`config.mk`:
```
export PLATFORM = sky130hd
export DESIGN_NAME = bus_rr_arbiter_flat
export DESIGN_NICKNAME = d
export VERILOG_FILES = /design/src/rtl/bus_rr_arbiter_if.sv /design/src/rtl/bus_rr_arbiter.sv /design/src/flat_wrapper.sv
export SDC_FILE = /design/constraint.sdc
export NUM_CORES = 1
export LEC_CHECK = 0
export BUFFER_PORTS_ARGS = -buffer_cell sky130_fd_sc_hd__buf_4
export CELL_PAD_IN_SITES_DETAIL_PLACEMENT = 1
export CELL_PAD_IN_SITES_GLOBAL_PLACEMENT = 2
export CORE_MARGIN = 10
export CORE_UTILIZATION = 27
export CTS_CLUSTER_DIAMETER = 40
export DETAILED_ROUTE_END_ITERATION = 10
export GPL_ROUTABILITY_DRIVEN = 0
export PLACE_DENSITY_LB_ADDON = 0.1
export SLEW_MARGIN = 5
export SYNTH_ARGS = -nofsm -noshare
export SYNTH_HDL_FRONTEND = slang
export SYNTH_SLANG_ARGS = --single-unit
export TNS_END_PERCENT = 5
```
`constraint.sdc`:
```
create_clock -name clk -period 4.6 [get_ports clk]
set_clock_uncertainty 0.15 [all_clocks]
set_input_delay 0.23 -clock clk [delete_from_list [all_inputs] [get_ports clk]]
set_output_delay 0.23 -clock clk [all_outputs]
set_load 0.03 [all_outputs]
```
`src/rtl/bus_rr_arbiter_if.sv`:
```
// rtl/bus_rr_arbiter_if.sv - FIFO-side bus signals of the round-robin arbiter
interface bus_rr_arbiter_if #(
  parameter int pckg_sz = 16,
  parameter int drvrs   = 4
);
  logic [drvrs-1:0]         pndng;
  logic [drvrs*pckg_sz-1:0] D_pop;
  logic [drvrs-1:0]         pop;
  logic [drvrs-1:0]         push;
  logic [pckg_sz-1:0]       D_push;

  // arbiter side: reads FIFO flags and heads, drives the strobes and the bus word
  modport master (input pndng, input D_pop, output pop, output push, output D_push);
  // FIFO side
  modport slave  (output pndng, output D_pop, input pop, input push, input D_push);
endinterface

```
`src/rtl/bus_rr_arbiter.sv`:
```
// rtl/bus_rr_arbiter.sv - round-robin single-bus arbiter and packet router
module bus_rr_arbiter #(
  parameter int          pckg_sz   = 16,
  parameter int          drvrs     = 4,
  parameter logic [7:0]  broadcast = 8'hFF
) (
  input  logic                 clk,
  input  logic                 reset,
  bus_rr_arbiter_if.master     bus,
  output logic                 busy,
  output logic [3:0]           grant_id,
  output logic [7:0]           drop_cnt
);

  typedef enum logic [1:0] {IDLE, POP, PUSH} state_t;

  state_t               state, state_n;
  logic [3:0]           last, last_n, grant_n;
  logic [drvrs-1:0]     pop_q, pop_n, push_q, push_n;
  logic [pckg_sz-1:0]   dpush_q, dpush_n, data_q;
  logic [7:0]           dest, drop_n;
  logic                 busy_n;
  logic [3:0]           hi_win, lo_win, win;
  logic                 hi_found, lo_found;

  assign bus.pop    = pop_q;
  assign bus.push   = push_q;
  assign bus.D_push = dpush_q;

  // head word of the granted device; the FIFO holds it stable while pop is high
  always_comb begin
    data_q = '0;
    for (int j = 0; j < drvrs; j++) begin
      if (grant_id == 4'(j)) data_q = bus.D_pop[j*pckg_sz +: pckg_sz];
    end
  end

  assign dest = data_q[pckg_sz-1 -: 8];

  // round-robin pick: lowest requester above last, else lowest requester overall
  always_comb begin
    hi_found = 1'b0;
    lo_found = 1'b0;
    hi_win   = '0;
    lo_win   = '0;
    for (int j = drvrs - 1; j >= 0; j--) begin
      if (bus.pndng[j]) begin
        lo_found = 1'b1;
        lo_win   = 4'(j);
        if (j > int'(last)) begin
          hi_found = 1'b1;
          hi_win   = 4'(j);
        end
      end
    end
    win = hi_found ? hi_win : lo_win;
  end

  // next state and next registered outputs
  always_comb begin
    state_n = state;
    pop_n   = '0;
    push_n  = '0;
    dpush_n = dpush_q;
    grant_n = grant_id;
    last_n  = last;
    drop_n  = drop_cnt;
    unique case (state)
      IDLE: begin
        if (lo_found) begin
          grant_n = win;
          last_n  = win;
          for (int j = 0; j < drvrs; j++) pop_n[j] = (win == 4'(j));
          state_n = POP;
        end
      end
      POP: begin
        dpush_n = data_q;
        if (dest == broadcast) begin
          for (int j = 0; j < drvrs; j++) push_n[j] = (grant_id != 4'(j));
        end else if (int'(dest) < drvrs) begin
          for (int j = 0; j < drvrs; j++) push_n[j] = (dest == 8'(j));
        end else if (drop_cnt != 8'hFF) begin
          drop_n = drop_cnt + 8'd1;
        end
        state_n = PUSH;
      end
      PUSH: state_n = IDLE;
      default: state_n = IDLE;
    endcase
    busy_n = (state_n != IDLE);
  end

  // state and output registers; reset abandons any transfer in flight
  always_ff @(posedge clk) begin
    if (reset) begin
      state    <= IDLE;
      pop_q    <= '0;
      push_q   <= '0;
      dpush_q  <= '0;
      busy     <= 1'b0;
      grant_id <= '0;
      drop_cnt <= '0;
      last     <= 4'(drvrs - 1);
    end else begin
      state    <= state_n;
      pop_q    <= pop_n;
      push_q   <= push_n;
      dpush_q  <= dpush_n;
      busy     <= busy_n;
      grant_id <= grant_n;
      drop_cnt <= drop_n;
      last     <= last_n;
    end
  end

endmodule

```
`src/flat_wrapper.sv`:
```
// flat-port wrapper written by rule: the top's interface ports become plain ports
module bus_rr_arbiter_flat 
#(
  parameter int          pckg_sz   = 16,
  parameter int          drvrs     = 4,
  parameter logic [7:0]  broadcast = 8'hFF
)
  (clk, reset, busy, grant_id, drop_cnt, bus_pndng, bus_D_pop, bus_pop, bus_push, bus_D_push);
  bus_rr_arbiter_if #(.pckg_sz(pckg_sz), .drvrs(drvrs)) bus_i ();
  input  logic clk;
  input  logic reset;
  output logic busy;
  output logic [3:0] grant_id;
  output logic [7:0] drop_cnt;
  input wire logic [$bits(bus_i.pndng)-1:0] bus_pndng;
  input wire logic [$bits(bus_i.D_pop)-1:0] bus_D_pop;
  output wire logic [$bits(bus_i.pop)-1:0] bus_pop;
  output wire logic [$bits(bus_i.push)-1:0] bus_push;
  output wire logic [$bits(bus_i.D_push)-1:0] bus_D_push;
  assign bus_i.pndng = bus_pndng;
  assign bus_i.D_pop = bus_D_pop;
  assign bus_pop = bus_i.pop;
  assign bus_push = bus_i.push;
  assign bus_D_push = bus_i.D_push;
  bus_rr_arbiter #(.pckg_sz(pckg_sz), .drvrs(drvrs), .broadcast(broadcast)) u_core (.clk(clk), .reset(reset), .bus(bus_i), .busy(busy), .grant_id(grant_id), .drop_cnt(drop_cnt));
endmodule
```
==> metrics.md <==
| Metric | Value |
|---|---|
| VDD IR max | 0.000111 V |
| Part of the cycle the worst path needs | 63.7% |
| Final Hold Viols | 0 |
| Fmax | 341 MHz |
| Post-Syn Instances | 213 |
| Diodes inserted | 0 |
| Unrepaired setup endpoints after global routing | no |
| Count of cell types in the netlist | 42 |
| Total CTS buffers | 5 |
| Layout net count | 384 |
| Initial antenna violation count | 0 |
| Largest net degree at the start of global routing | 38 |
| Post-Place Setup Slack | 1.68 ns |
| Crit path arrival time | 2.96 ns |
| EDFF count, synth | 0 |
| Pleak | 1.24 nW |
| First-pass iteration count of the detailed router | 4 |
| CP Capture Type | register |
| CTS max path bufs | 2 |
| Avg Cell Area, Syn | 9.62 um^2 |
| H-tree levels | 2 |
| Resize count post-CTS | 0 |
| Post-CTS Setup Bufs | 0 |
| Die Area | 0.0115 mm^2 |
| HPWL Detailed | 5890 um |
| Post-route ant nets | 0 |
| Vias in the first global route | 2111 |
| Starting Density | 27.9% |
| Status | finished clean |
| Flop and latch count out of synthesis | 39 |
| Power Total | 0.952 mW |
| Slew Limit Fails | 0 |
| Boundary Pins | 107 |
| Final wirelength | 7470 um |
| Post-route minimum period | 2.93 ns |
| Setup CP Type | register to register |
| Worst Tran Pin Value | 0.917 ns |
| TritonCTS clock tree | yes |
| Root Driver | clkbuf_8 |
| CP required | 4.63 ns |
| Final setup fails | 0 |
| HP Class | primary input to register |
| Overflow after GRT | 0 |
| Wire per inst | 18.1 um |
| DP Cell Count | 405 |
| Drt drc | 0 |
| Nature of the critical path startpoint | register |
| Number of synthesis warnings | 0 |
| Area Overhead vs Synth | 47.1% |
| First-pass GRT wire length | 11700 um |
| Critical path, cell by cell | buf_4 > mux4_2 > or4_4 > o221ai_4 > nor4_2 > mux2_4 |
| Initial DRC Count | 43 |
| DIE HEIGHT | 107 um |
| Clock Latency Late Sink | 0.29 ns |
| Asr flop ratio synth | 0% |
| Slowest cell delay on critical path | 0.60 ns |
| Die Wd | 107 um |
| Synthesized area | 0.00205 mm^2 |
| Pwr per Cell Area | 316 mW/mm^2 |
| Final core occ | 41.1% |
| Main synth FF type | dfxtp_1 |
| Layout cells sized above 1 | 46.2% |
| Crit path max fanout | 19 |
| Final cell count without fillers | 413 |
| Core area | 0.00733 mm^2 |
| Register area share after synthesis | 38.1% |
| Slew headroom | 38.4% |
| Post-cts hold buffer count | 0 |
| GRT Total Usage | 12.9% |
| Clock Sinks | 39 |
| Max Cap Viol | 0 |
| Reg clk slew, reported paths | 0.08 ns |
| PnR worst setup slack | 1.67 ns |
| CP max stage cell | or4_4 |
| Final setup TNS | 0 ns |
| IO buf count | 104 |
| Site Rows | 31 |
| Vias per cell | 4.77 |
| Vias | 1971 |
## kinds of logic (layout without fill, tap and decap cells)
kind of cell	after synthesis	in the layout	share of synthesized area (%)
AOI/OAI and AO/OA	43	43	14.1
other	1	2	0.183
DFF	39	39	38.1
muxes	20	20	20.5
adders and majority gates	1	1	0.611
buffers and inverters	20	120	4.76
and+or+nand+nor	89	89	21.7
## where the power goes
part           internal, mW  leakage (nW)  switching, mW
Clock                 0.162        0.0581          0.127
Combinational         0.131         0.860          0.154
Sequential            0.362         0.319         0.0169
Total                 0.654          1.24          0.298
## placed cells by master, fill, tap and decap left out, types with 3 or more instances in the layout
cell | Yosys | routed
a21oi_1 | 24 | 24
buf_4 | 2 | 107
clkbuf_8 | 0 | 5
dfxtp_1 | 39 | 39
inv_1 | 5 | 5
mux2_4 | 4 | 4
mux4_2 | 16 | 16
nand2_1 | 39 | 39
nand3_1 | 4 | 4
nand4_1 | 3 | 3
nor2_1 | 15 | 15
nor2b_1 | 7 | 7
nor3_1 | 3 | 3
o21a_1 | 3 | 3
o31ai_1 | 3 | 3
or3_1 | 3 | 3
## registers in the layout, indices dropped and copies added (netlist names)
register / flops
u_core.drop_cnt: 8
u_core.grant_id: 2
u_core.bus.push: 4
u_core.last: 2
u_core.state: 2
u_core.bus.D_push: 16
u_core.bus.pop: 4
u_core.busy: 1
## metal layers
| layer | global-route usage, % | up-vias | routed length [um] |
|---|---|---|---|
| met5 | 0 | - | 0 |
| met1 | 16.4 | 933 | 3360 |
| li1 | - | 964 | - |
| met3 | 3.77 | 8 | 573 |
| met4 | 3.77 | 0 | 54 |
| met2 | 20.5 | 66 | 3480 |
## final cells by class
cell class                 count  area, um^2
clock buffer                   5        68.8
clock inverter                 3        43.8
fill                         863        4320
inverter                       5        18.8
multi-input combinational    155        1170
sequential                    39         781
tap                           99         124
timing repair buffer         107         803
## Yosys cell counts, drive strengths merged, types with 4 or more instances
master | n | area, um^2
clkbuf | 9 | 33.8
buf | 6 | 45.0
mux4 | 16 | 360
nor3 | 4 | 25.0
nor2 | 17 | 73.8
nand2 | 39 | 146
a21oi | 24 | 120
nor2b | 7 | 43.8
mux2 | 4 | 60.1
dfxtp | 39 | 781
nand3 | 4 | 20.0
inv | 5 | 18.8
## final timing paths
| path | from | end | slack [ns] | depth (start not counted) |
|---|---|---|---|---|
| setup / recovery | u_core.grant_id[0] | u_core.drop_cnt[6] | 1.67 | 6 |
| hold / removal | bus_pndng[2] | u_core.bus.pop[2] | 0.18 | 3 |
| setup reg to reg | u_core.grant_id[0] | u_core.drop_cnt[6] | 1.67 | 6 |
| hold reg to reg | u_core.bus.D_push[13] | u_core.bus.D_push[13] | 0.31 | 2 |
## metrics by stage
step / hold WS, ns / cell area [um^2]
after global placement: 0.293 / 2900
final: 0.185 / 3010
after detailed placement: 0.300 / 2900
after global routing: 0.219 / 3010
after floorplan: 0.306 / 2050
after CTS: 0.175 / 3010
## critical path, delay by kind of cell (launching register included)
kind                   cells  cell delay [ns]
AO/OA/AOI/OAI              1             0.39
flip-flops                 1             0.33
buffers and inverters      1             0.33
AND/OR/NAND/NOR            2             0.70
multiplexers               2             0.89
No activity file was read; power rests on OpenSTA's default activity.
